--- src/rtl/elm_pkg.sv ---
// Shared widths, defaults and FSM encoding for the ELM output-layer datapath.
package elm_pkg;

   localparam int ELM_ACC_W     = 16;
   localparam int ELM_P_W       = 13;
   localparam int ELM_N_CLASS   = 10;
   localparam int ELM_W_W       = 8;
   localparam int ELM_ACT_SHIFT = 4;
   localparam int ELM_OACC_W    = 32;

   localparam int         ACT_W   = 8;
   localparam logic [7:0] ACT_MAX = 8'd255;
   localparam int         CLS_W   = 4;

   typedef enum logic [2:0] {
      ST_IDLE,
      ST_LOAD,
      ST_MAC,
      ST_ARGMAX,
      ST_DONE
   } elm_state_t;

endpackage : elm_pkg

--- src/rtl/elm_relu_clip.sv ---
// Saturating ReLU: arithmetic right shift, then clip the result into an unsigned 8-bit activation.
module elm_relu_clip
   import elm_pkg::*;
#(
   parameter int ACC_W     = ELM_ACC_W,
   parameter int ACT_SHIFT = ELM_ACT_SHIFT
) (
   input  logic signed [ACC_W-1:0] i_value,
   output logic        [ACT_W-1:0] o_act
);

   localparam logic signed [ACC_W-1:0] CLIP_HI = ACC_W'(ACT_MAX);

   logic signed [ACC_W-1:0] w_shifted;

   assign w_shifted = i_value >>> ACT_SHIFT;

   always_comb begin
      // NOTE: default first so every path assigns o_act and no latch is inferred.
      o_act = '0;
      if (w_shifted[ACC_W-1]) begin
         o_act = '0;
      end else if (w_shifted > CLIP_HI) begin
         o_act = ACT_MAX;
      end else begin
         o_act = w_shifted[ACT_W-1:0];
      end
   end

endmodule : elm_relu_clip

--- src/rtl/elm_output_layer.sv ---
// ELM output layer: buffers hidden-neuron values, MACs ReLU activations against class weights,
// then runs a sequential argmax and reports the winning class and its score.
module elm_output_layer
   import elm_pkg::*;
#(
   parameter int ACC_W     = ELM_ACC_W,
   parameter int P_W       = ELM_P_W,
   parameter int N_CLASS   = ELM_N_CLASS,
   parameter int W_W       = ELM_W_W,
   parameter int ACT_SHIFT = ELM_ACT_SHIFT,
   parameter int OACC_W    = ELM_OACC_W
) (
   input  logic              clk,
   input  logic              rst,
   input  logic              hid_valid,
   input  logic [ACC_W-1:0]  hid_value,
   input  logic [P_W-1:0]    hid_index,
   input  logic              hid_last,
   output logic [P_W+3:0]    w_addr,
   input  logic [W_W-1:0]    w_data,
   output logic              busy,
   output logic              result_valid,
   output logic [CLS_W-1:0]  result_class,
   output logic [OACC_W-1:0] result_score,
   output logic              overrun
);

   localparam int ADDR_W = P_W + 4;
   localparam int PROD_W = W_W + ACT_W + 1;

   elm_state_t r_state;

   logic              r_hold_full;
   logic [ACC_W-1:0]  r_hold_value;
   logic [P_W-1:0]    r_hold_index;
   logic              r_hold_last;
   logic              r_overrun;

   logic [ACC_W-1:0]  r_value;
   logic              r_last;
   logic [ADDR_W-1:0] r_base;
   logic [ACT_W-1:0]  r_act;
   logic [CLS_W-1:0]  r_k;
   logic [ADDR_W-1:0] r_w_addr;

   logic signed [OACC_W-1:0] r_acc [N_CLASS];
   logic [CLS_W-1:0]         r_best_idx;
   logic signed [OACC_W-1:0] r_best_val;

   logic              r_result_valid;
   logic [CLS_W-1:0]  r_result_class;
   logic [OACC_W-1:0] r_result_score;

   logic                     w_leave_idle;
   logic                     w_accept;
   logic [ACT_W-1:0]         w_act;
   logic signed [PROD_W-1:0] w_prod;
   logic signed [OACC_W-1:0] w_prod_ext;
   logic                     w_k_last;
   logic signed [OACC_W-1:0] w_acc_k;
   logic                     w_take;
   logic [ADDR_W-1:0]        w_base_next;

   elm_relu_clip #(
      .ACC_W     (ACC_W),
      .ACT_SHIFT (ACT_SHIFT)
   ) u_relu_clip (
      .i_value (r_value),
      .o_act   (w_act)
   );

   // The hold slot empties on the same edge the FSM copies it out, so a new sample may land there too.
   assign w_leave_idle = (r_state == ST_IDLE) && r_hold_full;
   assign w_accept     = hid_valid && (!r_hold_full || w_leave_idle);

   assign w_prod      = $signed({1'b0, r_act}) * $signed(w_data);
   assign w_prod_ext  = {{(OACC_W-PROD_W){w_prod[PROD_W-1]}}, w_prod};
   assign w_k_last    = (r_k == CLS_W'(N_CLASS - 1));
   assign w_acc_k     = r_acc[r_k];
   assign w_take      = (r_k == '0) || (w_acc_k > r_best_val);
   assign w_base_next = ADDR_W'(r_hold_index) * ADDR_W'(N_CLASS);

   always_ff @(posedge clk) begin
      if (rst) begin
         r_hold_full <= 1'b0;
         r_overrun   <= 1'b0;
      end else begin
         // NOTE: non-blocking assignments keep every register update on the same edge, order-independent.
         if (w_accept) begin
            r_hold_full <= 1'b1;
         end else if (w_leave_idle) begin
            r_hold_full <= 1'b0;
         end
         if (hid_valid && !w_accept) begin
            r_overrun <= 1'b1;
         end
      end
   end

   // NOTE: payload registers carry no reset; r_hold_full alone says whether they are meaningful.
   always_ff @(posedge clk) begin
      if (w_accept) begin
         r_hold_value <= hid_value;
         r_hold_index <= hid_index;
         r_hold_last  <= hid_last;
      end
   end

   always_ff @(posedge clk) begin
      if (rst) begin
         r_state        <= ST_IDLE;
         r_value        <= '0;
         r_last         <= 1'b0;
         r_base         <= '0;
         r_act          <= '0;
         r_k            <= '0;
         r_w_addr       <= '0;
         r_best_idx     <= '0;
         r_best_val     <= '0;
         r_result_valid <= 1'b0;
         r_result_class <= '0;
         r_result_score <= '0;
         // NOTE: the accumulator array is reset because an aborted run must not leak into the next result.
         for (int i = 0; i < N_CLASS; i++) begin
            r_acc[i] <= '0;
         end
      end else begin
         r_result_valid <= 1'b0;
         case (r_state)
            ST_IDLE: begin
               if (r_hold_full) begin
                  r_value <= r_hold_value;
                  r_last  <= r_hold_last;
                  r_base  <= w_base_next;
                  r_state <= ST_LOAD;
               end
            end
            ST_LOAD: begin
               r_act    <= w_act;
               r_k      <= '0;
               r_w_addr <= r_base;
               r_state  <= ST_MAC;
            end
            ST_MAC: begin
               r_acc[r_k] <= w_acc_k + w_prod_ext;
               if (w_k_last) begin
                  r_k     <= '0;
                  r_state <= r_last ? ST_ARGMAX : ST_IDLE;
               end else begin
                  r_k      <= r_k + 1'b1;
                  r_w_addr <= r_base + ADDR_W'(r_k) + 1'b1;
               end
            end
            ST_ARGMAX: begin
               // Strict greater-than keeps the lowest index on ties.
               if (w_take) begin
                  r_best_idx <= r_k;
                  r_best_val <= w_acc_k;
               end
               if (w_k_last) begin
                  r_result_valid <= 1'b1;
                  r_result_class <= w_take ? r_k : r_best_idx;
                  r_result_score <= w_take ? w_acc_k : r_best_val;
                  r_k            <= '0;
                  r_state        <= ST_DONE;
               end else begin
                  r_k <= r_k + 1'b1;
               end
            end
            ST_DONE: begin
               for (int i = 0; i < N_CLASS; i++) begin
                  r_acc[i] <= '0;
               end
               r_state <= ST_IDLE;
            end
            default: r_state <= ST_IDLE;
         endcase
      end
   end

   assign w_addr       = r_w_addr;
   assign busy         = (r_state != ST_IDLE) || r_hold_full;
   assign result_valid = r_result_valid;
   assign result_class = r_result_class;
   assign result_score = r_result_score;
   assign overrun      = r_overrun;

endmodule : elm_output_layer

--- config.mk ---
export PLATFORM = sky130hd
export DESIGN_NAME = elm_output_layer
export DESIGN_NICKNAME = d
export VERILOG_FILES = /design/src/rtl/elm_pkg.sv /design/src/rtl/elm_relu_clip.sv /design/src/rtl/elm_output_layer.sv
export SDC_FILE = /design/constraint.sdc
export NUM_CORES = 1
export LEC_CHECK = 0
export ABC_AREA = 1
export CAP_MARGIN = 25
export CORE_AREA = 4 4 190 330
export DETAILED_ROUTE_END_ITERATION = 10
export DIE_AREA = 0 0 194 334
export DONT_BUFFER_PORTS = 1
export MAX_ROUTING_LAYER = met4
export PLACE_DENSITY_LB_ADDON = 0.3
export SLEW_MARGIN = 20
export SYNTH_ARGS = -nofsm -noshare
export SYNTH_HDL_FRONTEND = slang
export SYNTH_SLANG_ARGS = --single-unit
--- constraint.sdc ---
create_clock -name clk -period 7.5 [get_ports clk]
set_input_delay 1.5 -clock clk [delete_from_list [all_inputs] [get_ports clk]]
set_output_delay 1.5 -clock clk [all_outputs]
set_load 0.01 [all_outputs]
==> flow_summary.toml, run 1 <==
[clock_network]
htreeDepth = 2
cts.sink_count = 678
post_cts_resized = 0
clk_pin_slew_worst_paths_ns = 0.07
insertion_delay_ns = 0.63
cts_tree = "built"
hold_buffers = 0
post_cts_buffers = 0
numCtsBuffers = 55
clockBufferDepth = 3
root_buffer = "clkbuf_16"

[sta]
rsz0062_at_grt = "false"
relSlewSlack_pct = 28.8
drv_slew = 0
fmax_mhz = 144
finalSetupTns_ns = 0
fin_skew_ns = 0.0213
tightest_slew_ns = 1.06
final-hold-violation-count = 0
period_share_pct = 92.7
setup_ws_ns = 0.544
setup_violations = 0
period_needed_ns = 6.96

[routing]
wirelength_um = 92300
drc = 0
ant_nets = 0
vias = 25700
dr.first_iter.drc_count = 2429
vias_per_cell = 6.12
wl_per_cell_um = 22.0
firstDrtPassIters = 6

[global_routing]
grt_pass1_vias = 26200
track_usage_pct = 28.6
grt_pass1_wl_um = 142000
grt_remaining_overflow = 0
grt_max_degree = 178
antenna_found_initial = 0

[power_and_ir_drop]
power_leakage_nw = 14.8
max-vdd-ir-drop_v = 0.000367
p_clk_share_pct = 21.4
p_sw_share_pct = 40.9
power.internal_mw = 8.18
p_seq_share_pct = 36.5
p_switching_mw = 5.66
share_comb_of_total_power_pct = 42.1
power_density_nw_per_um2 = 380

[worst_setup_path]
rr_worst_depth = 24
reg2reg_setup_slack_ns = 0.54
crit_required_ns = 7.85
start_kind = "flop"
timing.rr.end = "r_acc[10][29]"
max_stage_delay_ns = 0.80
worstSetupPathType = "reg2reg"
cp_slowest_cell = "buf_4"
worstPathCellList = "inv_2 > buf_4 > o21ai_0 > o221ai_1 > o211ai_1 > nand2_1 > inv_1 > fa_1 > inv_1 > fa_1 > fa_1 > ha_1 > ha_1 > a21oi_1 > o21ai_0 > nand2_1 > nand2_1 > nand2_1 > nand3_1 > a21o_1 > nand2_1 > nand3_1 > nand2_1 > inv_1"
cp_data_arrival_time_ns = 7.31
cp_common_cell = "nand2_1"
cp_max_fo = 75
critPathCaptureType = "flop"

[finish]
layout.nets = 3629
drive_above_1_share_pct = 5.98
fin_util_pct = 60.6
final_cells = 4200
fillers = 4883
syn_to_final_growth_pct = 7.47
diodes = 0

[yosys]
synth_top_area_share_pct = 47.6
syn_inst = 3454
synth_top_family_by_area = "simple AND/OR/NAND/NOR gates"
yosys-top-cells-area = "edfxtp_1, dfxtp_1, nor2_1"
muxShareOfSynthArea_pct = 0
seq_area_frac_synth_pct = 55.9
synth_xor_area_share_pct = 1.21
synth_ff_type = "edfxtp_1"
synth.distinct_cells = 51
synth_area_per_cell_um2 = 9.82
synth_area_um2 = 33900
async_flop_share_pct = 0
ys_seq_elements = 678
synth-edff-count = 538
synth_warnings = 0
synth-simple-area-share_pct = 15.7
synth.largest_area_cell = "edfxtp_1"
synth_compound_area_share_pct = 11.4
synth_nets = 3714
synthAdderAreaFrac_pct = 9.28

[hold_path]
min_to = "r_value[14]"
hp-class = "reg2reg"
min_path_cells = 2
hold_start = "r_value[14]"

[place]
place_inst = 4097
numPortBuffers = 0
pre_cts_ws_ns = 0.643
place_congestion = 0.910
hpwl_um = 58200

[floorplanning]
coreArea_um2 = 60200
num_rows = 119
initial_core_util_pct = 56.4
die_h_um = 334
die_w_um = 194
io_pins = 97
die_area_um2 = 64800

[run]
cap_violations = 0

[outcome]
outcome = "finished, final reports clean"
## power by group through the flow
stage | clock network, mW | registers [mW] | logic, mW
3_3_place_gp | 0 | 5.12 | 5.49
6_report | 2.96 | 5.05 | 5.82
2_1_floorplan | 0 | 5.04 | 4.07
5_1_grt | 3.13 | 5.07 | 6.46
3_5_place_dp | 0 | 5.13 | 5.72
4_1_cts | 2.99 | 5.05 | 5.76
## final cells by class
type	count	area [um2]	area share, %
timing repair buffer	78	618	1.70
multi-input combinational	2241	12800	35.2
clock buffer	63	1490	4.09
inverter	315	1190	3.26
tap	786	983	2.70
clock inverter	39	358	0.982
sequential	678	19000	52.1
## Yosys cell counts (2+ instances only)
master	instances
nand3_1	170
dfxtp_1	140
clkbuf_1	146
o211ai_1	42
a21boi_1	2
xor2_1	26
a21o_1	5
nor2_2	14
nor3_2	3
or2_2	5
nand2_1	362
xnor2_1	17
o21ai_0	321
o22ai_1	34
o21bai_1	14
inv_1	297
nor3_1	13
edfxtp_1	538
inv_2	7
a21oi_1	112
nand4_1	13
buf_4	7
buf_6	8
o221ai_1	94
ha_1	165
buf_2	56
o21ai_1	7
a31oi_1	7
nor2_1	739
xor2_2	2
fa_1	54
buf_1	2
o21a_1	4
clkinv_1	11
## kinds of logic after synthesis
kind of cell | Yosys count
AO/OA/AOI/OAI | 652
XOR/XNOR | 45
adder cells (fa/ha/maj) | 219
AND/OR/NAND/NOR | 1325
flip-flops | 678
buffers and inverters | 535
## worst max-delay path: cells and delay by family, from the launching register on
kind                     cells  cell delay, ns
AO/OA/AOI/OAI                6            1.27
adder cells (fa/ha/maj)      5            2.08
buffers and inverters        5            1.60
flip-flops                   1            0.37
AND/OR/NAND/NOR              8            1.35
## state kept, by name, indices dropped and copies added (netlist names), named ones only
| signal | cells |
|---|---|
| r_acc | 512 |
| r_best_val | 32 |
| result_score | 32 |
| w_addr | 17 |
| r_base | 16 |
| r_hold_index | 13 |
| r_hold_value | 12 |
| r_value | 12 |
| r_act | 8 |
| r_best_idx | 4 |
| r_k | 4 |
| result_class | 4 |
| r_state | 3 |
| overrun | 1 |
| r_hold_full | 1 |
| r_hold_last | 1 |
| r_last | 1 |
| result_valid | 1 |
## through the flow
stage | cell area [um2] | total power [mW] | hold WS (ns)
after floorplan | 33900 | 9.11 | 0.430
after global placement | 34600 | 10.6 | 0.441
after detailed placement | 34600 | 10.8 | 0.457
after CTS | 36400 | 13.8 | 0.467
after global routing | 36400 | 14.7 | 0.507
final | 36400 | 13.8 | 0.463
## routing by layer
metal  track usage [%]  up-vias  share of wire (%)
met4              19.2        0                7.8
met3              5.23      385                8.6
met5                 -        -                  0
met1              30.4    12400                 33
met2              48.6     1345                 50
li1                  -    11600                  -
## cells in the final DEF (no fill, tap or decap), types with 3 or more instances in the layout
master,count
a21o_1,5
a21oi_1,111
a31oi_1,7
buf_4,75
bufinv_16,5
clkbuf_1,4
clkbuf_16,59
clkinv_1,31
clkinv_2,6
dfxtp_1,137
dfxtp_4,3
edfxtp_1,538
fa_1,54
ha_1,165
inv_1,296
inv_2,8
nand2_1,362
nand3_1,170
nand4_1,13
nor2_1,734
nor2_2,13
nor2_4,6
nor3_1,12
nor3_2,3
o211ai_1,42
o21a_1,4
o21ai_0,321
o21ai_1,7
o21bai_1,14
o221ai_1,94
o22ai_1,34
or2_2,5
xnor2_1,17
xor2_1,26
## how the worst max path moves through the flow
| stage | depth (start not counted) | slack [ns] | end | startpoint |
|---|---|---|---|---|
| floorplan | 18 | 0.97 | r_acc[10][16] | w_data[7] |
| global route | 24 | 0.13 | r_acc[13][29] | flop |
| CTS | 28 | 0.65 | r_acc[11][28] | flop |
| detailed placement | 19 | 0.64 | r_acc[12][25] | w_data[7] |
| finish | 24 | 0.54 | r_acc[10][29] | flop |
| global placement | 19 | 0.68 | r_acc[15][25] | w_data[7] |
No activity file was read; power rests on OpenSTA's default activity.
==> inputs of run 2 (changes only) <==
--- a/config.mk
+++ b/config.mk
@@ -12,7 +12,7 @@
 export DIE_AREA = 0 0 194 334
 export DONT_BUFFER_PORTS = 1
 export MAX_ROUTING_LAYER = met4
-export PLACE_DENSITY_LB_ADDON = 0.3
+export PLACE_DENSITY_LB_ADDON = 0.2
 export SLEW_MARGIN = 20
 export SYNTH_ARGS = -nofsm -noshare
 export SYNTH_HDL_FRONTEND = slang
==> run 2 against run 1 <==
Net effect: flip-flop and latch count stayed put; die area stayed put; first-iteration DRC count up 5.6%; critical path depth rose by 1; via count is 1.3% lower; final cell count grew 0.21%; combinational power increased by 2%; critical path type unchanged.
==> flow_summary.toml, run 2 (synthesis gave the netlist of run 1 again) <==
[floorplanning]
die_w_um = 194
coreArea_um2 = 60200
io_pins = 97
initial_core_util_pct = 56.4
die_area_um2 = 64800
die_h_um = 334
num_rows = 119

[place]
pre_cts_ws_ns = 0.320
place_congestion = 0.886
place_inst = 4097
hpwl_um = 58200
numPortBuffers = 0

[global_routing]
grt_remaining_overflow = 0
grt_pass1_wl_um = 142000
grt_max_degree = 98
grt_pass1_vias = 25400
track_usage_pct = 28.7
antenna_found_initial = 1

[sta]
relSlewSlack_pct = 30.9
finalSetupTns_ns = 0
drv_slew = 0
final-hold-violation-count = 0
fmax_mhz = 145
setup_ws_ns = 0.587
setup_violations = 0
rsz0062_at_grt = "false"
period_needed_ns = 6.91
tightest_slew_ns = 1.03
period_share_pct = 92.2
fin_skew_ns = 0.0271

[outcome]
outcome = "finished, final reports clean"

[clock_network]
insertion_delay_ns = 0.64
hold_buffers = 0
clockBufferDepth = 3
numCtsBuffers = 59
cts.sink_count = 678
clk_pin_slew_worst_paths_ns = 0.07
post_cts_buffers = 0
htreeDepth = 2
root_buffer = "clkbuf_16"
cts_tree = "built"
post_cts_resized = 0

[worst_setup_path]
start_kind = "flop"
cp_data_arrival_time_ns = 7.24
cp_max_fo = 59
critPathCaptureType = "flop"
crit_required_ns = 7.83
worstSetupPathType = "reg2reg"

[power_and_ir_drop]
power_density_nw_per_um2 = 386
max-vdd-ir-drop_v = 0.000397
power_leakage_nw = 14.9

[finish]
syn_to_final_growth_pct = 8.02
final-seq-area_um2 = 19000
fillers = 4959
multi_input_area_um2 = 12800
final_common_cell = "nor2_1"
top_register = "r_acc"
largest_reg_flops = 512
final_cell_mix = "nor2_1, edfxtp_1, nand2_1, o21ai_0, inv_1"
layout.nets = 3633
drive_above_1_share_pct = 6.37
final_cells = 4209
diodes = 0
fin_util_pct = 60.9

[routing]
wl_per_cell_um = 22.1
vias = 25400
wirelength_um = 92900
vias_per_cell = 6.03
dr.first_iter.drc_count = 2566
ant_nets = 0
firstDrtPassIters = 6
drc = 0

[run]
cap_violations = 0

[hold_path]
hp-class = "reg2reg"
## run 2: final cells by class
class                      count  share of cell area [%]
timing repair buffer          78                    1.74
sequential                   678                    51.8
tap                          786                    2.69
multi-input combinational   2241                    35.1
clock inverter                45                    1.24
inverter                     315                    3.25
clock buffer                  66                    4.25
## run 2: per-layer routing
| metal | GRT usage (%) | part of all wire (%) | vias up |
|---|---|---|---|
| met5 | - | 0 | - |
| met2 | 50.6 | 52 | 1118 |
| li1 | - | - | 11600 |
| met1 | 32.6 | 36 | 12400 |
| met4 | 13.6 | 5.4 | 0 |
| met3 | 3.52 | 6.9 | 263 |
## run 2: report_power, final
part	internal [mW]	leakage [nW]	switching [mW]
Clock	1.77	0.962	1.39
Combinational	1.71	7.49	4.21
Sequential	4.87	6.42	0.194
Total	8.35	14.9	5.80
## run 2: stage by stage
step	cell area, um2	power [mW]	hold slack (ns)
after global routing	36600	15.0	0.490
after CTS	36600	14.1	0.463
after floorplan	33900	9.11	0.430
after global placement	34600	10.8	0.444
final	36600	14.2	0.462
after detailed placement	34600	11.0	0.449
## run 2: worst paths after layout
check / start / to / slack [ns] / cells after the start
hold / removal: r_value[14] / r_value[14] / 0.46 / 2
setup reg to reg: flop / r_acc[11][25] / 0.59 / 25
hold reg to reg: r_value[14] / r_value[14] / 0.46 / 2
setup / recovery: flop / r_acc[11][25] / 0.59 / 25
## run 2: critical path, stage by stage, from the launching register on
cell	delay, ns
dfxtp_4	0.72
buf_4	0.61
o21ai_0	0.22
o221ai_1	0.20
nand3_1	0.12
nand2_1	0.29
inv_1	0.11
fa_1	0.37
inv_1	0.08
fa_1	0.40
inv_1	0.08
fa_1	0.40
inv_1	0.09
fa_1	0.39
ha_1	0.31
ha_1	0.37
nand3_1	0.09
nand2_1	0.17
a21boi_1	0.14
o21ai_1	0.28
nand3_1	0.12
nand2_1	0.12
a21oi_1	0.09
or2_1	0.20
nand2_1	0.34
inv_1	0.20
==> inputs of run 3 (changes only) <==
--- a/config.mk
+++ b/config.mk
@@ -13,6 +13,7 @@
 export DONT_BUFFER_PORTS = 1
 export MAX_ROUTING_LAYER = met4
 export PLACE_DENSITY_LB_ADDON = 0.2
+export RECOVER_POWER = 100
 export SLEW_MARGIN = 20
 export SYNTH_ARGS = -nofsm -noshare
 export SYNTH_HDL_FRONTEND = slang
==> run 3 against run 2 <==
Net effect: the flow now finishes with violations (capacitance limit, slew limit); first-iteration DRC count up 0.55%; worst setup slack worse by 0.13 ns; sequential power about the same; core utilization decreased by 0.44 points; critical path depth fell by 3; via count about the same; flip-flop and latch count did not move.
==> flow_summary.toml, run 3 (synthesis gave the netlist of run 1 again) <==
[clock_network]
cts.sink_count = 678
htreeDepth = 2
cts_tree = "built"
insertion_delay_ns = 0.64
root_buffer = "clkbuf_16"
hold_buffers = 0
post_cts_buffers = 0
clockBufferDepth = 3
numCtsBuffers = 59
clk_pin_slew_worst_paths_ns = 0.07

[global_routing]
grt_pass1_vias = 25400
grt_pass1_wl_um = 142000
grt_max_degree = 98
antenna_found_initial = 1
track_usage_pct = 28.7
grt_remaining_overflow = 0

[routing]
firstDrtPassIters = 5
ant_nets = 0
wirelength_um = 92900
drc = 0
wl_per_cell_um = 22.1
vias = 25400
vias_per_cell = 6.03
dr.first_iter.drc_count = 2580

[power_and_ir_drop]
p_clk_share_pct = 22.7
p_seq_share_pct = 36.4
p_sw_share_pct = 41.4
power.internal_mw = 8.17
power_leakage_nw = 14.7
total_power_mw = 13.9
power_density_nw_per_um2 = 383
p_switching_mw = 5.78
max-vdd-ir-drop_v = 0.000372
share_comb_of_total_power_pct = 41.0

[sta]
period_needed_ns = 7.05
rsz0062_at_grt = "false"
period_share_pct = 93.9
fin_skew_ns = 0.0277
tightest_slew_ns = 3.20
setup_violations = 0
finalSetupTns_ns = 0
relSlewSlack_pct = -113
drv_slew = 888
fmax_mhz = 142
holdWs_ns = 0.463
final-hold-violation-count = 0

[finish]
syn_to_final_growth_pct = 7.24
final_cells = 4209
layout.nets = 3633
largest_reg_flops = 512
final_cell_mix = "nor2_1, edfxtp_1, nand2_1, o21ai_0, inv_1"
diodes = 0
fillers = 5023
fin_util_pct = 60.4
drive_above_1_share_pct = 4.65
final_common_cell = "nor2_1"
top_register = "r_acc"

[worst_setup_path]
cp_max_fo = 59
start_kind = "flop"
crit_required_ns = 7.85
cp_data_arrival_time_ns = 7.39
critPathCaptureType = "flop"
worstSetupPathType = "reg2reg"

[place]
place_inst = 4097
place_congestion = 0.886
numPortBuffers = 0
hpwl_um = 58200

[outcome]
outcome = "finished with violations"
violations = "capacitance limit, slew limit"

[hold_path]
hp-class = "reg2reg"

[floorplanning]
die_area_um2 = 64800
die_h_um = 334
die_w_um = 194
num_rows = 119
initial_core_util_pct = 56.4
coreArea_um2 = 60200
io_pins = 97

[run]
cap_violations = 29
run 3: cell count changes in the layout (fill, tap and decap cells not counted), sizes merged:
cell    delta
clkbuf    +50
buf       -50
run 3: path summary, 6_finish.rpt:
path	startpoint	endpoint	slack, ns	depth (start not counted)
worst min-delay path	r_value[14]	r_value[14]	0.46	2
worst min register to register	r_value[14]	r_value[14]	0.46	2
worst max register to register	flop	r_acc[15][16]	0.45	22
worst max-delay path	flop	r_acc[15][16]	0.45	22
run 3: cell type report:
| class | instances | area (um2) | share of cell area [%] |
|---|---|---|---|
| inverters | 315 | 1190 | 3.27 |
| clock buffers | 66 | 1560 | 4.28 |
| clock inverters | 45 | 454 | 1.25 |
| well taps | 786 | 983 | 2.70 |
| multi-input cells | 2241 | 12800 | 35.1 |
| flip-flops and latches | 678 | 19000 | 52.2 |
| repair buffers | 78 | 429 | 1.18 |
run 3: repair_timing:
action,CTS,global route
endpoints found under the hold margin,0,0
resized for setup,0,1
endpoints found under the setup margin,0,6
run 3: metrics by stage:
step                      area [um2]  setup slack, ns
after global routing           36400           0.0944
after detailed placement       34600            0.320
after floorplan                33900            0.969
after CTS                      36600            0.404
final                          36400            0.454
after global placement         34600            0.430
run 3: critical path, stage by stage, from the launching register on:
cell	delay (ns)
dfxtp_4	0.72
buf_4	0.60
o21ai_0	0.23
o221ai_1	0.21
nand3_1	0.12
nand2_1	0.29
inv_1	0.10
fa_1	0.48
inv_1	0.05
fa_1	0.46
ha_1	0.33
fa_1	0.48
ha_1	0.35
fa_1	0.50
nand3_1	0.12
nand2_1	0.08
a21boi_0	0.30
o21bai_1	0.18
a21oi_1	0.29
o21ai_0	0.15
xnor2_1	0.19
clkbuf_2	0.30
inv_1	0.15
run 3: routing by layer:
metal / share of wire (%) / routed length, um / vias to the layer above / track usage, %
met3: 7.2 / 6720 / 247 / 3.52
met2: 52 / 48000 / 1124 / 50.6
met4: 5.3 / 4900 / 0 / 13.6
met5: 0 / 0 / - / -
li1: - / - / 11600 / -
met1: 36 / 33300 / 12400 / 32.6
run 3: power groups by stage:
stage,Combinational (mW),Clock [mW],Sequential (mW)
2_1_floorplan,4.07,0,5.04
3_3_place_gp,5.70,0,5.14
3_5_place_dp,5.84,0,5.14
4_1_cts,5.88,3.20,5.06
5_1_grt,6.34,3.34,5.09
6_report,5.71,3.16,5.07
